[src/rtl/nv_clk_gate_pkg.sv]
// Shared types and default parameters for the idle-detect clock-gate controller.
package nv_clk_gate_pkg;

    localparam int unsigned CNT_W_DEF    = 8;
    localparam int unsigned WAKE_CYC_DEF = 2;
    localparam int unsigned EVT_W_DEF    = 16;

    typedef enum logic [1:0] {
        ST_RUN  = 2'd0,
        ST_HYST = 2'd1,
        ST_OFF  = 2'd2,
        ST_WAKE = 2'd3
    } gate_state_e;

endpackage

[src/rtl/nv_sat_counter.sv]
// Up-counter that clears on reset or clr and holds at all-ones instead of wrapping.
module nv_sat_counter #(
    parameter int unsigned W = 8
) (
    input  logic         clk,
    input  logic         reset,
    input  logic         inc,
    input  logic         clr,
    output logic [W-1:0] cnt
);

    localparam logic [W-1:0] CNT_MAX = '1;

    always_ff @(posedge clk) begin
        if (reset || clr) begin
            cnt <= '0;
        end else if (inc && (cnt != CNT_MAX)) begin
            cnt <= cnt + W'(1);
        end
    end

endmodule

[src/rtl/nv_clk_gate_ctrl.sv]
// Idle-detect controller driving clk_en of the domain clock gate; gates after an idle
// hysteresis and holds act_ready low until the woken domain has settled.
module nv_clk_gate_ctrl
    import nv_clk_gate_pkg::*;
#(
    parameter int unsigned CNT_W    = CNT_W_DEF,
    parameter int unsigned WAKE_CYC = WAKE_CYC_DEF,
    parameter int unsigned EVT_W    = EVT_W_DEF
) (
    input  logic             clk,
    input  logic             reset,
    input  logic             cfg_force_on,
    input  logic [CNT_W-1:0] cfg_idle_thresh,
    input  logic             act_valid,
    output logic             act_ready,
    input  logic             dom_busy,
    output logic             clk_en,
    output logic             gated,
    output logic [EVT_W-1:0] gate_events
);

    localparam int unsigned          WAKE_W    = (WAKE_CYC > 1) ? $clog2(WAKE_CYC) : 1;
    localparam logic [WAKE_W-1:0]    WAKE_LAST = WAKE_W'(WAKE_CYC - 1);

    gate_state_e       state_q;
    gate_state_e       state_nxt;
    logic [WAKE_W-1:0] wake_cnt;
    logic [WAKE_W-1:0] wake_cnt_nxt;
    logic [CNT_W-1:0]  idle_cnt;
    logic              clk_en_nxt;
    logic              gated_nxt;
    logic              act_ready_nxt;
    logic              idle_c;
    logic              idle_inc_c;
    logic              idle_clr_c;
    logic              evt_inc_c;

    assign idle_c = !act_valid && !dom_busy && !cfg_force_on;

    // Idle hysteresis counter, restarted every cycle spent in RUN
    nv_sat_counter #(.W(CNT_W)) u_idle_cnt (
        .clk   (clk),
        .reset (reset),
        .inc   (idle_inc_c),
        .clr   (idle_clr_c),
        .cnt   (idle_cnt)
    );

    nv_sat_counter #(.W(EVT_W)) u_evt_cnt (
        .clk   (clk),
        .reset (reset),
        .inc   (evt_inc_c),
        .clr   (1'b0),
        .cnt   (gate_events)
    );

    always_ff @(posedge clk) begin
        if (reset) begin
            state_q   <= ST_RUN;
            clk_en    <= 1'b1;
            gated     <= 1'b0;
            act_ready <= 1'b1;
            wake_cnt  <= '0;
        end else begin
            state_q   <= state_nxt;
            clk_en    <= clk_en_nxt;
            gated     <= gated_nxt;
            act_ready <= act_ready_nxt;
            wake_cnt  <= wake_cnt_nxt;
        end
    end

    // Non-idle always wins in HYST, so OFF is never entered with a pending request
    always_comb begin
        state_nxt    = state_q;
        clk_en_nxt   = clk_en;
        gated_nxt    = gated;
        wake_cnt_nxt = wake_cnt;
        idle_inc_c   = 1'b0;
        idle_clr_c   = 1'b0;
        evt_inc_c    = 1'b0;
        case (state_q)
            ST_RUN: begin
                idle_clr_c = 1'b1;
                if (idle_c) begin
                    state_nxt = ST_HYST;
                end
            end
            ST_HYST: begin
                if (!idle_c) begin
                    state_nxt = ST_RUN;
                end else if (idle_cnt >= cfg_idle_thresh) begin
                    state_nxt  = ST_OFF;
                    clk_en_nxt = 1'b0;
                    gated_nxt  = 1'b1;
                    evt_inc_c  = 1'b1;
                end else begin
                    idle_inc_c = 1'b1;
                end
            end
            ST_OFF: begin
                if (!idle_c) begin
                    state_nxt    = ST_WAKE;
                    clk_en_nxt   = 1'b1;
                    gated_nxt    = 1'b0;
                    wake_cnt_nxt = '0;
                end
            end
            ST_WAKE: begin
                if (wake_cnt == WAKE_LAST) begin
                    state_nxt = ST_RUN;
                end else begin
                    wake_cnt_nxt = wake_cnt + WAKE_W'(1);
                end
            end
            default: begin
                state_nxt = ST_RUN;
            end
        endcase
        act_ready_nxt = (state_nxt == ST_RUN) || (state_nxt == ST_HYST);
    end

endmodule
[config.mk]
export PLATFORM = sky130hd
export DESIGN_NAME = nv_clk_gate_ctrl
export DESIGN_NICKNAME = d
export VERILOG_FILES = /design/src/rtl/nv_clk_gate_pkg.sv /design/src/rtl/nv_sat_counter.sv /design/src/rtl/nv_clk_gate_ctrl.sv
export SDC_FILE = /design/constraint.sdc
export NUM_CORES = 1
export LEC_CHECK = 0
export BUFFER_PORTS_ARGS = -buffer_cell sky130_fd_sc_hd__buf_2
export CAP_MARGIN = 20
export CORE_MARGIN = 8
export CORE_UTILIZATION = 58
export DETAILED_ROUTE_END_ITERATION = 8
export PLACE_DENSITY = 0.92
export REMOVE_ABC_BUFFERS = 1
export SLEW_MARGIN = 20
export SYNTH_ARGS = -nofsm -noshare
export SYNTH_HDL_FRONTEND = slang
export SYNTH_SLANG_ARGS = --single-unit
[constraint.sdc]
create_clock -name clk -period 4 [get_ports clk]
set_input_delay 0.4 -clock clk [delete_from_list [all_inputs] [get_ports clk]]
set_output_delay 0.4 -clock clk [all_outputs]
set_load 0.05 [all_outputs]
==> results of run 1 <==
[where the power goes]
part | leakage (nW) | internal [mW] | switching (mW) | total [mW]
Combinational | 0.461 | 0.00863 | 0.0108 | 0.0194
Sequential | 0.242 | 0.299 | 0.000446 | 0.299
Clock | 0.0254 | 0.0661 | 0.0933 | 0.159
Total | 0.728 | 0.373 | 0.105 | 0.478
[cells in the final DEF (no fill, tap or decap), types with 2 or more instances in the layout]
master,n
a21oi_1,14
a31oi_1,4
and3_1,4
and4_1,2
buf_2,31
clkbuf_1,2
clkbuf_4,5
dfxtp_1,30
ha_1,10
inv_1,16
mux2_2,2
nand2_1,14
nand3_1,10
nand4_1,5
nor2_1,15
nor2b_1,3
nor3_1,8
nor4_1,5
o211ai_1,2
o21a_1,3
o21ai_0,13
o21bai_1,2
or3_1,11
xnor2_1,6
[how the worst min path moves through the flow]
| stage | from | to | slack, ns | cells past startpoint |
|---|---|---|---|---|
| 2_1_floorplan | wake_cnt | wake_cnt | 0.47 | 2 |
| 3_3_place_gp | clk_en | clk_en | 0.47 | 2 |
| 3_5_place_dp | u_evt_cnt.cnt[4] | u_evt_cnt.cnt[4] | 0.49 | 2 |
| 4_1_cts | reset | u_evt_cnt.cnt[0] | 0.47 | 2 |
| 5_1_grt | reset | u_evt_cnt.cnt[0] | 0.48 | 2 |
| 6_report | reset | u_evt_cnt.cnt[0] | 0.48 | 2 |
[per-stage QoR]
| stage | instance area (um^2) | setup slack, ns | util, % | total power [mW] |
|---|---|---|---|---|
| after global routing | 1856 | 1.239 | 67.87 | 0.4975 |
| after CTS | 1856 | 1.538 | 67.87 | 0.4819 |
| final | 1856 | 1.551 | 67.87 | 0.4778 |
| after global placement | 1810 | 1.530 | 66.22 | 0.3243 |
| after detailed placement | 1810 | 1.463 | 66.22 | 0.3256 |
| after floorplan | 1609 | 1.329 | - | 0.3147 |
[cells by family after synthesis]
| group | after synthesis | share of synthesized area, % |
|---|---|---|
| AOI/OAI and AO/OA | 45 | 17.50 |
| xor gates and xnor gates | 7 | 3.712 |
| adders and majority gates | 10 | 7.576 |
| buffers and inverters | 23 | 6.212 |
| DFF | 30 | 36.36 |
| muxes | 3 | 1.970 |
| and+or+nand+nor | 82 | 26.67 |
[sequential cells by signal (all words and copies together) (netlist names)]
signal	flops
gated	1
state_q	2
act_ready	1
clk_en	1
wake_cnt	1
u_idle_cnt.cnt	8
u_evt_cnt.cnt	16
[routing by layer]
metal  track usage [%]  part of all wire [%]
met5                 0                     0
met2             25.31                    46
met1             17.18                    44
met4             5.923                   1.2
met3             6.867                   8.3
[area by class of cell]
class	count	area share [%]
repair buffers	32	8.766
well taps	31	2.090
inverters	16	3.237
clock buffers	7	2.428
multi-input cells	147	51.11
flip-flops and latches	30	32.37
==> impl_metrics.yaml, run 1 <==
synth:
  synth_edf_count: 0
  ys_types: 39
  synth_warnings: 0
  yosys-top-cells-count: "30 x dfxtp_1, 16 x inv_1, 15 x nor2_1, 14 x a21oi_1, 14 x nand2_1"
  dominantRegCellSynth: "dfxtp_1"
  netlist_area_um2: 1652
  synth-seq-cells: 30
  syn_area_per_cell_um2: 8.258
  yosysMostFrequentCell: "dfxtp_1"
  yosys.area.top_type: "dfxtp_1"
  ys_async_sr_fraction_pct: 0
  yosysSeqAreaShare_pct: 36.36
  yosys-top-cells-area: "dfxtp_1 36%, ha_1 7.6%, a21oi_1 4.2%, or3_1 4.2%, o21ai_0 3.9%"
  netlist.area_leader.share_pct: 36.36
  synthCells: 200
layout:
  drive_above_1_share_pct: 18.97
  area_delta_synth_final_pct: 12.35
  fin_nets: 255
  final_cells: 263
  multi_input_area_um2: 948.4
  regArea_um2: 600.6
  antenna_cells: 0
  nFillCells: 239
clock_network:
  cts-resized-gates: 0
  clock_latency_ns: 0.32
  clock-sinks: 30
  cts-root-buf: "clkbuf_4"
  cts_buffer_depth: 2
  cts.clk_slew.worst_paths_ns: 0.08
  post_cts_buffers: 0
  ctsHtreeMaxLevel: 2
  cts_buffers: 5
  tritoncts: "done"
  ctsHoldBuffers: 0
worst_setup_path:
  crit_cells: 8
  path_common_cell: "a21oi_1"
  cp_max_fo: 20
  rr_worst_depth: 8
  path_buf_inv: 1
  start_kind: "flop"
  crit_path_end_kind: "flop"
  critPathArrivalTime_ns: 2.70
  max_stage_delay_ns: 0.57
  regToRegStartpoint: "u_idle_cnt.cnt[2]"
  critPathTopFamily: "compound AO/OA/AOI/OAI gates"
  crit_required_ns: 4.25
  setup.worst_path.start: "u_idle_cnt.cnt[2]"
  crit_type: "flop to flop"
  reg2reg_to: "u_evt_cnt.cnt[7]"
  cp_slowest_cell: "o211ai_2"
  r2r_slack_ns: 1.55
  crit_end: "u_evt_cnt.cnt[7]"
  worstPathCellList: "ha_1, or3_1, a21oi_1, a211oi_1, buf_4, o211ai_2, o21ai_0, a21oi_1"
timing:
  rsz0062_at_grt: "false"
  final-setup-viol-count: 0
  tns_ns: 0
  fin_crit_sh_pct: 61.23
  clock_skew_ns: 0.002891
  worst_pin_slew_ns: 0.7076
  max_freq_mhz: 408.3
  min_period_ns: 2.449
  hold-worst-slack_ns: 0.4827
  hold_viol: 0
  finalMaxSlewViolations: 0
  relSlewSlack_pct: 52.73
run_status:
  status: "complete, no violations"
die:
  core_um2: 2734
  row_count: 19
  dieArea_um2: 4811
  start_util_pct: 60.41
  die_w_um: 69.36
  die_h_um: 69.36
  pin_count: 32
global_routing:
  grt_pass1_vias: 1451
  grt_max_degree: 24
  antenna_found_initial: 0
  grt_use_total_pct: 15.49
  grt_pass1_wl_um: 6354
  overflow: 0
drt:
  ant_nets: 0
  initialDrtViolationCount: 88
  vias_per_cell: 5.783
  drt_wl_total_um: 3613
  drc: 0
  num_vias: 1521
  routedWlPerCell_um: 13.74
  firstDrtPassIters: 4
run:
  cap_viol_max_count: 0
power:
  p_per_area_nw_per_um2: 257.5
  irDropWorstVdd_mv: 0.3017
  p_leak_nw: 0.7281
placement:
  placed_cells: 256
  place_hpwl_um: 2639
  port_buffers: 31
  gp_congestion: 0.7788
min_path:
  min_path_type: "input port to flop"
No activity file was read; power rests on OpenSTA's default activity.
==> run 2: changes to the inputs <==
Settings changed: CORE_UTILIZATION 58 to 54, PLACE_DENSITY 0.92 to 0.87.
Clock period 4 ns to 2.3 ns, I/O delays scaled along.
==> impl_metrics.yaml, run 2 (synthesis gave the netlist of run 1 again) <==
min_path:
  min_path_type: "input port to flop"
global_routing:
  overflow: 0
  antenna_found_initial: 0
  grt_pass1_wl_um: 6189
  grt_max_degree: 24
  grt_use_total_pct: 14.62
  grt_pass1_vias: 1447
die:
  row_count: 20
  die_w_um: 71.31
  core_um2: 2978
  start_util_pct: 55.46
  pin_count: 32
  dieArea_um2: 5084
  die_h_um: 71.31
layout:
  largest_reg_flops: 16
  nFillCells: 262
  final_cell_mix: "31 x buf_2, 30 x dfxtp_1, 16 x inv_1"
  largest_register: "u_evt_cnt.cnt"
  fin_nets: 267
  area_delta_synth_final_pct: 19.39
  final_cells: 278
  antenna_cells: 0
  reg_top3: "u_evt_cnt.cnt: 16 flops, u_idle_cnt.cnt: 8 flops, state_q: 2 flops"
  drive_above_1_share_pct: 24.49
  final_common_cell: "buf_2"
placement:
  placed_cells: 269
  port_buffers: 31
  place_hpwl_um: 2705
  gp_congestion: 0.8478
power:
  combPwrFrac_pct: 3.9
  p_per_area_nw_per_um2: 450.0
  irDropWorstVdd_mv: 0.2973
  p_sw_mw: 0.2051
  power.total_mw: 0.8873
  pwr-share-clk_pct: 37.4
  seq_power_share_pct: 58.6
  p_int_mw: 0.6822
  switching_share_pct: 23.11
  p_leak_nw: 0.7995
clock_network:
  clock-sinks: 30
  cts.clk_slew.worst_paths_ns: 0.10
  cts_buffers: 5
  ctsHtreeMaxLevel: 2
  ctsHoldBuffers: 0
  tritoncts: "done"
  cts-root-buf: "clkbuf_4"
  cts_buffer_depth: 2
  clock_latency_ns: 0.34
worst_setup_path:
  critPathArrivalTime_ns: 2.41
  crit_required_ns: 2.57
  crit_path_end_kind: "flop"
  crit_type: "flop to flop"
  cp_max_fo: 6
  start_kind: "flop"
drt:
  num_vias: 1573
  initialDrtViolationCount: 74
  routedWlPerCell_um: 12.77
  drt_wl_total_um: 3549
  drc: 0
  vias_per_cell: 5.658
  firstDrtPassIters: 4
  ant_nets: 0
timing:
  rsz0062_at_grt: "false"
  clock_skew_ns: 0.01286
  relSlewSlack_pct: 53.62
  fin_crit_sh_pct: 92.96
  min_period_ns: 2.138
  max_freq_mhz: 467.7
  finalMaxSlewViolations: 0
  worst_pin_slew_ns: 0.6942
  final-setup-viol-count: 0
  hold_viol: 0
run_status:
  status: "complete, no violations"
run:
  cap_viol_max_count: 0
## run 2: changes by cell type in the layout (fill, tap and decap cells not counted), sizes merged
cell | previous run | this run
buf | 32 | 44
clkbuf | 7 | 6
clkinv | 0 | 1
clkinvlp | 0 | 1
## run 2: layout make-up
type	instances	area [um^2]	share of cell area [%]
clock buffer	6	51.30	2.602
clock inverter	2	12.51	0.6345
inverter	16	60.06	3.046
multi-input combinational	147	953.4	48.35
sequential	30	600.6	30.46
tap	33	41.29	2.094
timing repair buffer	44	252.7	12.82
## run 2: metal layers
metal,vias up,share of wire [%],track usage [%],wire [um]
met2,27,48,24.90,1691
li1,806,-,-,-
met5,-,0,0,0
met1,735,46,16.15,1639
met4,0,1.2,4.388,41
met3,5,5.0,5.997,177
## run 2: final timing paths
check,start,end,slack [ns],cells after the start
min,reset,u_evt_cnt.cnt[1],0.29,2
max,u_idle_cnt.cnt[0],u_evt_cnt.cnt[6],0.16,8
max reg2reg,u_idle_cnt.cnt[0],u_evt_cnt.cnt[6],0.16,8
min reg2reg,clk_en,clk_en,0.51,2
## run 2: worst max-delay path, stage by stage, from the launching register on
cell	delay [ns]
dfxtp_1	0.34
inv_1	0.05
ha_1	0.25
o21ai_0	0.12
a211oi_2	0.43
o211ai_1	0.22
buf_4	0.18
or3_1	0.34
a21oi_1	0.14
## run 2: power groups by stage
stage / registers [mW] / clock network (mW) / logic (mW)
floorplan: 0.532 / 0 / 0.0152
global placement: 0.532 / 0 / 0.0333
detailed placement: 0.532 / 0 / 0.0344
CTS: 0.520 / 0.340 / 0.0352
global route: 0.521 / 0.368 / 0.0398
finish: 0.520 / 0.332 / 0.0349
## run 2: what timing repair did
action	CTS	global route
endpoints found under the setup margin	14	3
pin swaps	0	1
setup buffers	0	1
gates resized for setup	1	0
hold endpoints to repair	0	0
## run 2: stage by stage
stage          setup TNS [ns]  instance area, um^2  hold slack, ns  setup slack (ns)  util (%)
2_1_floorplan          -2.961                 1609          0.2991           -0.2789         -
3_3_place_gp           -1.208                 1896          0.4764           -0.1551     63.66
3_5_place_dp           -1.511                 1896          0.5027           -0.2024     63.66
4_1_cts                     0                 1964          0.2829            0.1121     65.97
5_1_grt                     0                 1972          0.2863           0.01604     66.22
6_report                    0                 1972          0.2904            0.1618     66.22
